<file path="src/rtl/apb_pkg.sv">
// Shared types and default widths for the APB master bridge.
package apb_pkg;
  localparam int APB_DATA_W = 32;
  localparam int APB_ADDR_W = 8;

  typedef enum logic [1:0] {IDLE, SETUP, ACCESS, RESP} apb_mst_state_t;
endpackage

</file>
<file path="src/rtl/apb_wait_timer.sv">
// ACCESS wait counter: clear/enable with a terminal-count flag at TIMEOUT_CYCLES-1.
module apb_wait_timer #(
  parameter int TIMEOUT_CYCLES = 16
) (
  input  logic clk,
  input  logic rst,
  input  logic clr,
  input  logic en,
  output logic tc
);
  localparam int CW = (TIMEOUT_CYCLES > 0) ? $clog2(TIMEOUT_CYCLES + 1) : 1;

  generate
    if (TIMEOUT_CYCLES == 0) begin : g_off
      assign tc = 1'b0;
    end else begin : g_on
      logic [CW-1:0] cnt;

      // holds at terminal count so it can never wrap
      always_ff @(posedge clk or posedge rst) begin
        if (rst)            cnt <= '0;
        else if (clr)       cnt <= '0;
        else if (en && !tc) cnt <= cnt + CW'(1);
      end

      assign tc = (cnt == CW'(TIMEOUT_CYCLES - 1));
    end
  endgenerate
endmodule

</file>
<file path="src/rtl/apb_master_bridge.sv">
// Valid/ready command stream to APB master (SETUP->ACCESS), one response per command.
module apb_master_bridge
  import apb_pkg::*;
#(
  parameter int WIDTH          = APB_DATA_W,
  parameter int ADDR_WIDTH     = APB_ADDR_W,
  parameter int TIMEOUT_CYCLES = 16
) (
  input  logic                  pclk,
  input  logic                  preset,
  input  logic                  cmd_valid,
  output logic                  cmd_ready,
  input  logic                  cmd_write,
  input  logic [ADDR_WIDTH-1:0] cmd_addr,
  input  logic [WIDTH-1:0]      cmd_wdata,
  output logic                  rsp_valid,
  input  logic                  rsp_ready,
  output logic [WIDTH-1:0]      rsp_rdata,
  output logic                  rsp_err,
  output logic                  rsp_timeout,
  output logic                  psel,
  output logic                  penable,
  output logic                  pwrite,
  output logic [ADDR_WIDTH-1:0] paddr,
  output logic [WIDTH-1:0]      pwdata,
  input  logic [WIDTH-1:0]      prdata,
  input  logic                  pready,
  input  logic                  pslverr
);
  apb_mst_state_t state;
  logic           tc;

  assign cmd_ready = (state == IDLE) && !preset;

  apb_wait_timer #(.TIMEOUT_CYCLES(TIMEOUT_CYCLES)) u_timer (
    .clk (pclk),
    .rst (preset),
    .clr (state == SETUP),
    .en  ((state == ACCESS) && !pready),
    .tc  (tc)
  );

  always_ff @(posedge pclk or posedge preset) begin
    if (preset) begin
      state       <= IDLE;
      psel        <= 1'b0;
      penable     <= 1'b0;
      pwrite      <= 1'b0;
      paddr       <= '0;
      pwdata      <= '0;
      rsp_valid   <= 1'b0;
      rsp_rdata   <= '0;
      rsp_err     <= 1'b0;
      rsp_timeout <= 1'b0;
    end else begin
      case (state)
        IDLE: if (cmd_valid) begin
          // the APB address/data registers double as the command latch
          psel    <= 1'b1;
          penable <= 1'b0;
          pwrite  <= cmd_write;
          paddr   <= cmd_addr;
          pwdata  <= cmd_wdata;
          state   <= SETUP;
        end
        SETUP: begin
          penable <= 1'b1;
          state   <= ACCESS;
        end
        ACCESS: if (pready) begin
          psel        <= 1'b0;
          penable     <= 1'b0;
          rsp_valid   <= 1'b1;
          rsp_rdata   <= pwrite ? '0 : prdata;
          rsp_err     <= pslverr;
          rsp_timeout <= 1'b0;
          state       <= RESP;
        end else if (tc) begin
          psel        <= 1'b0;
          penable     <= 1'b0;
          rsp_valid   <= 1'b1;
          rsp_rdata   <= '0;
          rsp_err     <= 1'b1;
          rsp_timeout <= 1'b1;
          state       <= RESP;
        end
        RESP: if (rsp_ready) begin
          rsp_valid <= 1'b0;
          state     <= IDLE;
        end
        default: state <= IDLE;
      endcase
    end
  end
endmodule

</file>
<file path="config.mk">
export PLATFORM = sky130hd
export DESIGN_NAME = apb_master_bridge
export DESIGN_NICKNAME = d
export VERILOG_FILES = /design/src/rtl/apb_pkg.sv /design/src/rtl/apb_wait_timer.sv /design/src/rtl/apb_master_bridge.sv
export SDC_FILE = /design/constraint.sdc
export NUM_CORES = 1
export LEC_CHECK = 0
export CORE_ASPECT_RATIO = 1.25
export CORE_MARGIN = 4
export CORE_UTILIZATION = 45
export CTS_CLUSTER_DIAMETER = 80
export DETAILED_ROUTE_END_ITERATION = 6
export PLACE_DENSITY = 0.89
export SYNTH_ARGS = -nofsm -noshare
export SYNTH_HDL_FRONTEND = slang
export SYNTH_HIERARCHICAL = 1
export SYNTH_SLANG_ARGS = --single-unit
export TNS_END_PERCENT = 100
</file>
<file path="constraint.sdc">
create_clock -name pclk -period 7.77 [get_ports pclk]
set_input_delay 1.9425 -clock pclk [delete_from_list [all_inputs] [get_ports pclk]]
set_output_delay 1.9425 -clock pclk [all_outputs]
set_load 0.02 [all_outputs]
</file>
### Word-level counts from Yosys, hierarchy flattened

Index checks and enable logic that the tools add are counted.

* add/subtract/negate cells: 1
* $mul: 0
* div/mod/pow operators: 0
* order comparisons: 0
* equality and inequality tests: 7
* shift-type cells: 0
* mux-type cells: 22
* bitwise operators: 0
* reductions and logical operators: 18

Operator list (number)
* two-way mux 32 bit: 3
* AND reduction 3 bit: 4
* two-way mux 5 bit: 2
* two-way mux 1 bit: 9
* two-way mux 2 bit: 4
* case mux 2 bit (4 select lines): 1
* nonzero test 2 bit: 4
* adder 5 x 1 -> 5 bit (second input constant): 1
* == test 5 x 4 -> 1 bit (second input constant): 1
* == test 2 bit (second input constant): 2
* inequality test 2 bit (second input constant): 2
* case mux 1 bit (2 select lines): 2
* AND reduction 2 bit: 2
* logical AND 1 bit: 3
* zero test 1 bit: 3
* inequality test 3 x 2 -> 1 bit (second input constant): 1
* case mux 1 bit (3 select lines): 1
* nonzero test 3 bit: 1
* == test 2 x 1 -> 1 bit (second input constant): 1
* zero test 2 bit: 1

* bits in registers: 85
* bits in latches: 0
* memory bits (writable): 0
* bits in read-only memories: 0
* input port bits: 79
* output and inout bits: 79
* word-level logic and storage cells: 59
* memories: 0

### Depth between registers and ports, before layout

Gate-level depths: netlist of the first run.

* word-level depth: 5
* mapped depth: 8
* depth with buffers taken out: 6

### By module

The synthesis of the first run kept the hierarchy.

Modules (own cells, without submodules)
* apb_master_bridge: times used 1, cells an instance 265, area each 3204.3 um^2, sequential area each 2001.9 um^2
* apb_wait_timer: times used 1, cells an instance 24, area each 264.0 um^2, sequential area each 125.1 um^2

### Least setup slack after synthesis of the first run

Ideal clock, no wire load.

* path kind: input -> output
* from: input preset
* to: output cmd_ready
* arrival: 2.247 ns
* data required time: 5.827 ns
* slack: 3.581 ns
* stages on the path: 1
* path buffers: 0
* cells stage by stage: nor2b_1

* word-level cells in the longest chain between the ends: 2

Ends and longest elaborated chain
* start: declaration: RTL line apb_master_bridge.sv:10 `input logic preset,`
* zero test 1 bit (no source line)
* logical AND 1 bit: RTL line apb_master_bridge.sv:33 `assign cmd_ready = (state == IDLE) && !preset;`
* end: declaration: RTL line apb_master_bridge.sv:12 `output logic cmd_ready,`

Every way passes these cells.

### Worst setup path after layout of the first run

Same ends and word-level chain as after synthesis.

==> impl_metrics.py, run 1 <==
metrics = {
    "global_route": {
        "grt_usage": 0.201,
        "grt_max_degree": 81,
        "grt_overflow": 0,
        "antenna_found_initial": 0,
        "grt_pass1_vias": 2830,
        "grt_pass1_wl_microns": 14400,
    },
    "synth": {
        "yosys.area.top_type": "dfrtp_1",
        "synth_top_area_share": 0.613,
        "synthArstFlopShare": 1.00,
        "syn_avg_cell_area_sq_um": 12.0,
        "synth_enable_flop_cells": 0,
        "synth_most_common_cell": "dfrtp_1",
        "netlist_instances": 289,
        "ys_types": 29,
        "synth_warnings": 6,
        "ys_top_cells_by_area": "dfrtp_1 (61%), mux2_2 (14%), nand2_1 (7.3%)",
        "syn_nets": 375,
        "synth_flop_cell": "dfrtp_1",
        "synthTopCellsByCount": "dfrtp_1 (85), nand2_1 (67), mux2_2 (42)",
        "netlist_area_sq_mm": 0.00347,
        "synth-seq-cells": 85,
        "synth_seq_area_share": 0.613,
    },
    "die": {
        "dieWidth_microns": 86.5,
        "start_util": 0.466,
        "dieHeight_microns": 106,
        "fp-row-count": 35,
        "dieArea_sq_mm": 0.00919,
        "core_area_sq_mm": 0.00744,
        "ios": 158,
    },
    "power": {
        "p_leak_uw": 0.00244,
        "peakVddDrop_mv": 0.241,
        "p_per_area_mw_per_mm2": 426,
    },
    "cts": {
        "htreeDepth": 3,
        "root_buffer": "clkbuf_8",
        "cts-buffers-inserted": 9,
        "cts_tree": "built",
        "cts_hold_buffers": 0,
        "clkTransAtPathRegs_ns": 0.08,
        "cts_resized": 0,
        "post_cts_buffers": 0,
        "clock_latency_ns": 0.34,
        "cts.path.max_buffers": 2,
        "clock-sinks": 85,
    },
    "worst_setup_path": {
        "end_kind": "output pin",
        "arrival_ns": 3.19,
        "required_ns": 5.83,
        "criticalPathCategory": "in -> out",
        "start_kind": "input pin",
        "r2r_slack_ns": 5.39,
        "cp_max_fo": 3,
    },
    "routing": {
        "ant_nets": 0,
        "viasPerCell": 4.94,
        "drt-initial-drc-count": 97,
        "drc": 0,
        "vias": 2680,
        "wl_per_cell_microns": 16.6,
        "wl_microns": 8990,
        "firstDrtPassIters": 4,
    },
    "final_layout": {
        "num-nets-final": 531,
        "multi_input_area_sq_mm": 0.00123,
        "area_delta_synth_final_pct": 54.0,
        "seqCellArea_sq_mm": 0.00213,
        "fillers": 530,
        "drive_above_1_share": 0.151,
        "antenna_cells": 0,
    },
    "hold_path": {
        "hp-class": "reg -> reg",
    },
    "timing": {
        "rsz0062_at_grt": "false",
        "fin_tns_setup_ns": 0,
        "finalClockSkew_ns": 0.00975,
        "clock.fmax_mhz": 195,
        "finalHoldViolations": 0,
        "slew_headroom": 0.194,
        "worstMarginPinSlew_ns": 1.21,
        "period_minus_slack_ns": 5.13,
        "finalSetupViolCount": 0,
        "slew_viol_final": 0,
        "fin_crit_sh": 0.661,
        "worst_hold_slack_ns": 0.471,
    },
    "placed_design": {
        "io_buffer_count": 157,
        "dp_hpwl_microns": 6630,
        "gp_congestion": 0.794,
    },
    "flow_run": {
        "maxCapViolations": 0,
    },
    "run_status": {
        "status": "finished, final reports clean",
    },
}
cell usage in the layout (no fill, tap or decap), types with 2 or more instances in the layout:
master,instances
nor2b_1,3
inv_1,6
mux2i_1,3
clkinv_4,2
buf_4,3
bufinv_16,3
nand2_1,66
o21ai_0,3
mux2_2,42
nor2_1,7
clkdlybuf4s50_1,157
ha_1,7
dfrtp_1,85
nand3_1,32
clkbuf_8,10
cell families (layout without fill, tap and decap cells):
kind of cell,after synthesis,count (layout),share of synthesized area
and+or+nand+nor,117,117,0.150
DFF,85,85,0.613
muxes,47,47,0.153
buffers and inverters,22,183,0.0335
AOI/OAI and AO/OA,9,9,0.0198
adders and majority gates,7,7,0.0253
xor gates and xnor gates,2,2,0.00505
cell type report:
type | instances | share of cell area
Sequential cell | 85 | 0.398
Timing Repair Buffer | 160 | 0.298
Inverter | 7 | 0.00515
Clock inverter | 5 | 0.0201
Tap cell | 92 | 0.0215
Multi-Input combinational cell | 182 | 0.230
Clock buffer | 11 | 0.0265
final timing paths:
path,start,endpoint,depth (start not counted)
worst max register to register,u_timer/g_on.cnt[0]$_DFFE_PP0P_,rsp_rdata[22]$_DFFE_PP0P_,6
worst max-delay path,preset,cmd_ready,3
max in group asynchronous,preset,paddr[0]$_DFFE_PP0P_,3
min in group asynchronous,preset,u_timer/g_on.cnt[2]$_DFFE_PP0P_,2
worst min-delay path,rsp_rdata[18]$_DFFE_PP0P_,rsp_rdata[18]$_DFFE_PP0P_,2
worst min register to register,rsp_rdata[18]$_DFFE_PP0P_,rsp_rdata[18]$_DFFE_PP0P_,2
worst max-delay path: stages:
cell             delay [ns]
clkdlybuf4s50_1        0.45
nor2b_1                0.16
clkdlybuf4s50_1        0.64
metrics by stage:
| stage | area [sq um] | setup slack [ns] | power, uW | cells | util |
|---|---|---|---|---|---|
| global placement | 5090 | 2.69 | 1880 | 526 | 0.684 |
| global route | 5340 | 2.58 | 2410 | 542 | 0.718 |
| floorplan | 3470 | 3.58 | 1370 | 289 | - |
| detailed placement | 5090 | 2.63 | 1920 | 526 | 0.684 |
| CTS | 5340 | 2.63 | 2310 | 542 | 0.718 |
| finish | 5340 | 2.64 | 2280 | 542 | 0.718 |
state kept, by name, indices dropped and copies added, names as in the netlist:
register	cells
paddr	8
penable	1
psel	1
pwdata	32
pwrite	1
rsp_err	1
rsp_rdata	32
rsp_timeout	1
rsp_valid	1
state	2
u_timer/g_on.cnt	5
where the power goes:
part	internal [uW]	total (uW)	switching (uW)
registers	657	775	118
logic	565	1120	557
clock network	224	380	156
total	1450	2280	832
metal layers:
| layer | track usage | wire [microns] | vias up |
|---|---|---|---|
| li1 | - | - | 1270 |
| met1 | 0.231 | 3400 | 1302 |
| met2 | 0.364 | 4830 | 95 |
| met3 | 0.0496 | 603 | 13 |
| met4 | 0.0601 | 148 | 0 |
| met5 | 0 | 0 | - |
Note: power is estimated with default switching activity, not from simulation.
==> run 2, diff against run 1 <==
--- a/config.mk
+++ b/config.mk
@@ -7,10 +7,10 @@
 export LEC_CHECK = 0
 export CORE_ASPECT_RATIO = 1.25
 export CORE_MARGIN = 4
-export CORE_UTILIZATION = 45
+export CORE_UTILIZATION = 37
 export CTS_CLUSTER_DIAMETER = 80
 export DETAILED_ROUTE_END_ITERATION = 6
-export PLACE_DENSITY = 0.89
+export PLACE_DENSITY = 0.79
 export SYNTH_ARGS = -nofsm -noshare
 export SYNTH_HDL_FRONTEND = slang
 export SYNTH_HIERARCHICAL = 1
==> constraint.sdc (replaced) <==
create_clock -name pclk -period 4.6 [get_ports pclk]
set_input_delay 1.15 -clock pclk [delete_from_list [all_inputs] [get_ports pclk]]
set_output_delay 1.15 -clock pclk [all_outputs]
set_load 0.02 [all_outputs]
==> impl_metrics.py, run 2 (synthesized netlist as in run 1, its figures left out) <==
metrics = {
    "routing": {
        "firstDrtPassIters": 4,
        "ant_nets": 0,
        "drc": 0,
        "viasPerCell": 4.64,
        "wl_per_cell_microns": 15.5,
        "drt-initial-drc-count": 62,
        "vias": 2669,
        "wl_microns": 8930,
    },
    "placed_design": {
        "dp_hpwl_microns": 6710,
        "gp_congestion": 0.730,
        "io_buffer_count": 157,
        "placed_area_sq_mm": 0.00515,
    },
    "hold_path": {
        "hold_depth": 2,
        "min_to": "rsp_rdata[24]$_DFFE_PP0P_",
        "hp-class": "reg -> reg",
        "hold_start": "rsp_rdata[24]$_DFFE_PP0P_",
    },
    "global_route": {
        "grt_usage": 0.165,
        "grt_overflow": 0,
        "grt_pass1_wl_microns": 13900,
        "grt_pass1_vias": 2807,
        "grt_max_degree": 42,
        "antenna_found_initial": 0,
    },
    "final_layout": {
        "final_common_cell": "clkdlybuf4s50_1",
        "final_area_sq_mm": 0.00544,
        "antenna_cells": 0,
        "multi_input_area_sq_mm": 0.00123,
        "area_delta_synth_final_pct": 56.9,
        "reg_top3": "pwdata: 32 flops, rsp_rdata: 32 flops, paddr: 8 flops",
        "drive_above_1_share": 0.153,
        "seqCellArea_sq_mm": 0.00213,
        "num-nets-final": 533,
        "layout_common_cells": "clkdlybuf4s50_1 (157), dfrtp_1 (85), nand2_1 (66), mux2_2 (42), nand3_1 (32)",
        "fillers": 774,
    },
    "worst_setup_path": {
        "cp_max_fo": 3,
        "required_ns": 3.45,
        "rr_worst_depth": 7,
        "r2r_slack_ns": 2.27,
        "startpoint": "preset",
        "timing.rr.start": "u_timer/g_on.cnt[0]$_DFFE_PP0P_",
        "start_kind": "input pin",
        "end_kind": "output pin",
        "criticalPathCategory": "in -> out",
        "regToRegEndpoint": "rsp_rdata[26]$_DFFE_PP0P_",
        "arrival_ns": 2.36,
    },
    "cts": {
        "cts.path.max_buffers": 2,
        "root_buffer": "clkbuf_16",
        "clkTransAtPathRegs_ns": 0.06,
        "cts_resized": 0,
        "clock-sinks": 85,
        "cts_hold_buffers": 0,
        "clock_latency_ns": 0.33,
        "cts-buffers-inserted": 9,
        "post_cts_buffers": 0,
        "cts_tree": "built",
        "htreeDepth": 3,
    },
    "die": {
        "ios": 158,
        "start_util": 0.380,
        "dieArea_sq_mm": 0.0110,
        "dieWidth_microns": 94.6,
        "dieHeight_microns": 116,
        "core_area_sq_mm": 0.00913,
        "fp-row-count": 39,
    },
    "timing": {
        "clock.fmax_mhz": 285,
        "finalSetupViolCount": 0,
        "rsz0062_at_grt": "false",
        "slew_viol_final": 0,
        "fin_crit_sh": 0.763,
        "slew_headroom": 0.349,
        "finalClockSkew_ns": 0.00646,
        "worstMarginPinSlew_ns": 0.973,
        "fin_tns_setup_ns": 0,
        "finalHoldViolations": 0,
        "period_minus_slack_ns": 3.51,
    },
    "power": {
        "p_leak_uw": 0.00247,
        "p_per_area_mw_per_mm2": 720,
        "peakVddDrop_mv": 0.354,
    },
    "flow_run": {
        "maxCapViolations": 0,
    },
    "run_status": {
        "status": "finished, final reports clean",
    },
}
[run 2: critical path, cell delays in order]
cell and delay, ns:
clkdlybuf4s50_1 0.46, nor2b_1 0.14, clkdlybuf4s50_1 0.61
[run 2: worst max-delay path by stage]
stage               depth (start not counted)              endpoint  slack, ns
finish                                      3             cmd_ready       1.09
global route                                3             cmd_ready       0.99
CTS                                         3             cmd_ready       1.07
detailed placement                          3             cmd_ready       1.06
global placement                            3             cmd_ready       1.09
floorplan                                   1  paddr[0]$_DFFE_PP0P_       1.40
[run 2: report_power, final]
| part | leakage, uW | internal [uW] | switching (uW) | total (uW) |
|---|---|---|---|---|
| logic | 0.00127 | 959 | 946 | 1910 |
| registers | 0.00106 | 1110 | 193 | 1300 |
| clock network | 0.000143 | 434 | 276 | 710 |
| total | 0.00247 | 2510 | 1420 | 3920 |
[run 2: metrics by stage]
| step | util | worst slack [ns] | std cells | power (uW) | hold slack, ns |
|---|---|---|---|---|---|
| after floorplan | - | 1.40 | 289 | 2310 | 0.513 |
| after global placement | 0.564 | 1.09 | 559 | 3180 | 0.449 |
| after detailed placement | 0.564 | 1.06 | 559 | 3250 | 0.456 |
| after CTS | 0.596 | 1.07 | 575 | 3970 | 0.469 |
| after global routing | 0.596 | 0.993 | 575 | 4150 | 0.480 |
| final | 0.596 | 1.09 | 575 | 3920 | 0.463 |
[run 2: cell type report]
| type | count | share of cell area |
|---|---|---|
| Clock buffer | 12 | 0.0453 |
| Clock inverter | 4 | 0.00874 |
| Inverter | 7 | 0.00506 |
| Multi-Input combinational cell | 182 | 0.226 |
| Sequential cell | 85 | 0.391 |
| Tap cell | 123 | 0.0283 |
| Timing Repair Buffer | 162 | 0.296 |
[run 2: routing by layer]
metal	part of all wire	wire length, microns	GRT usage	vias up
met5	0	0	0	-
met4	0.013	114	0.0510	0
met3	0.066	592	0.0451	11
met2	0.53	4780	0.296	85
met1	0.39	3450	0.190	1296
li1	-	-	-	1277
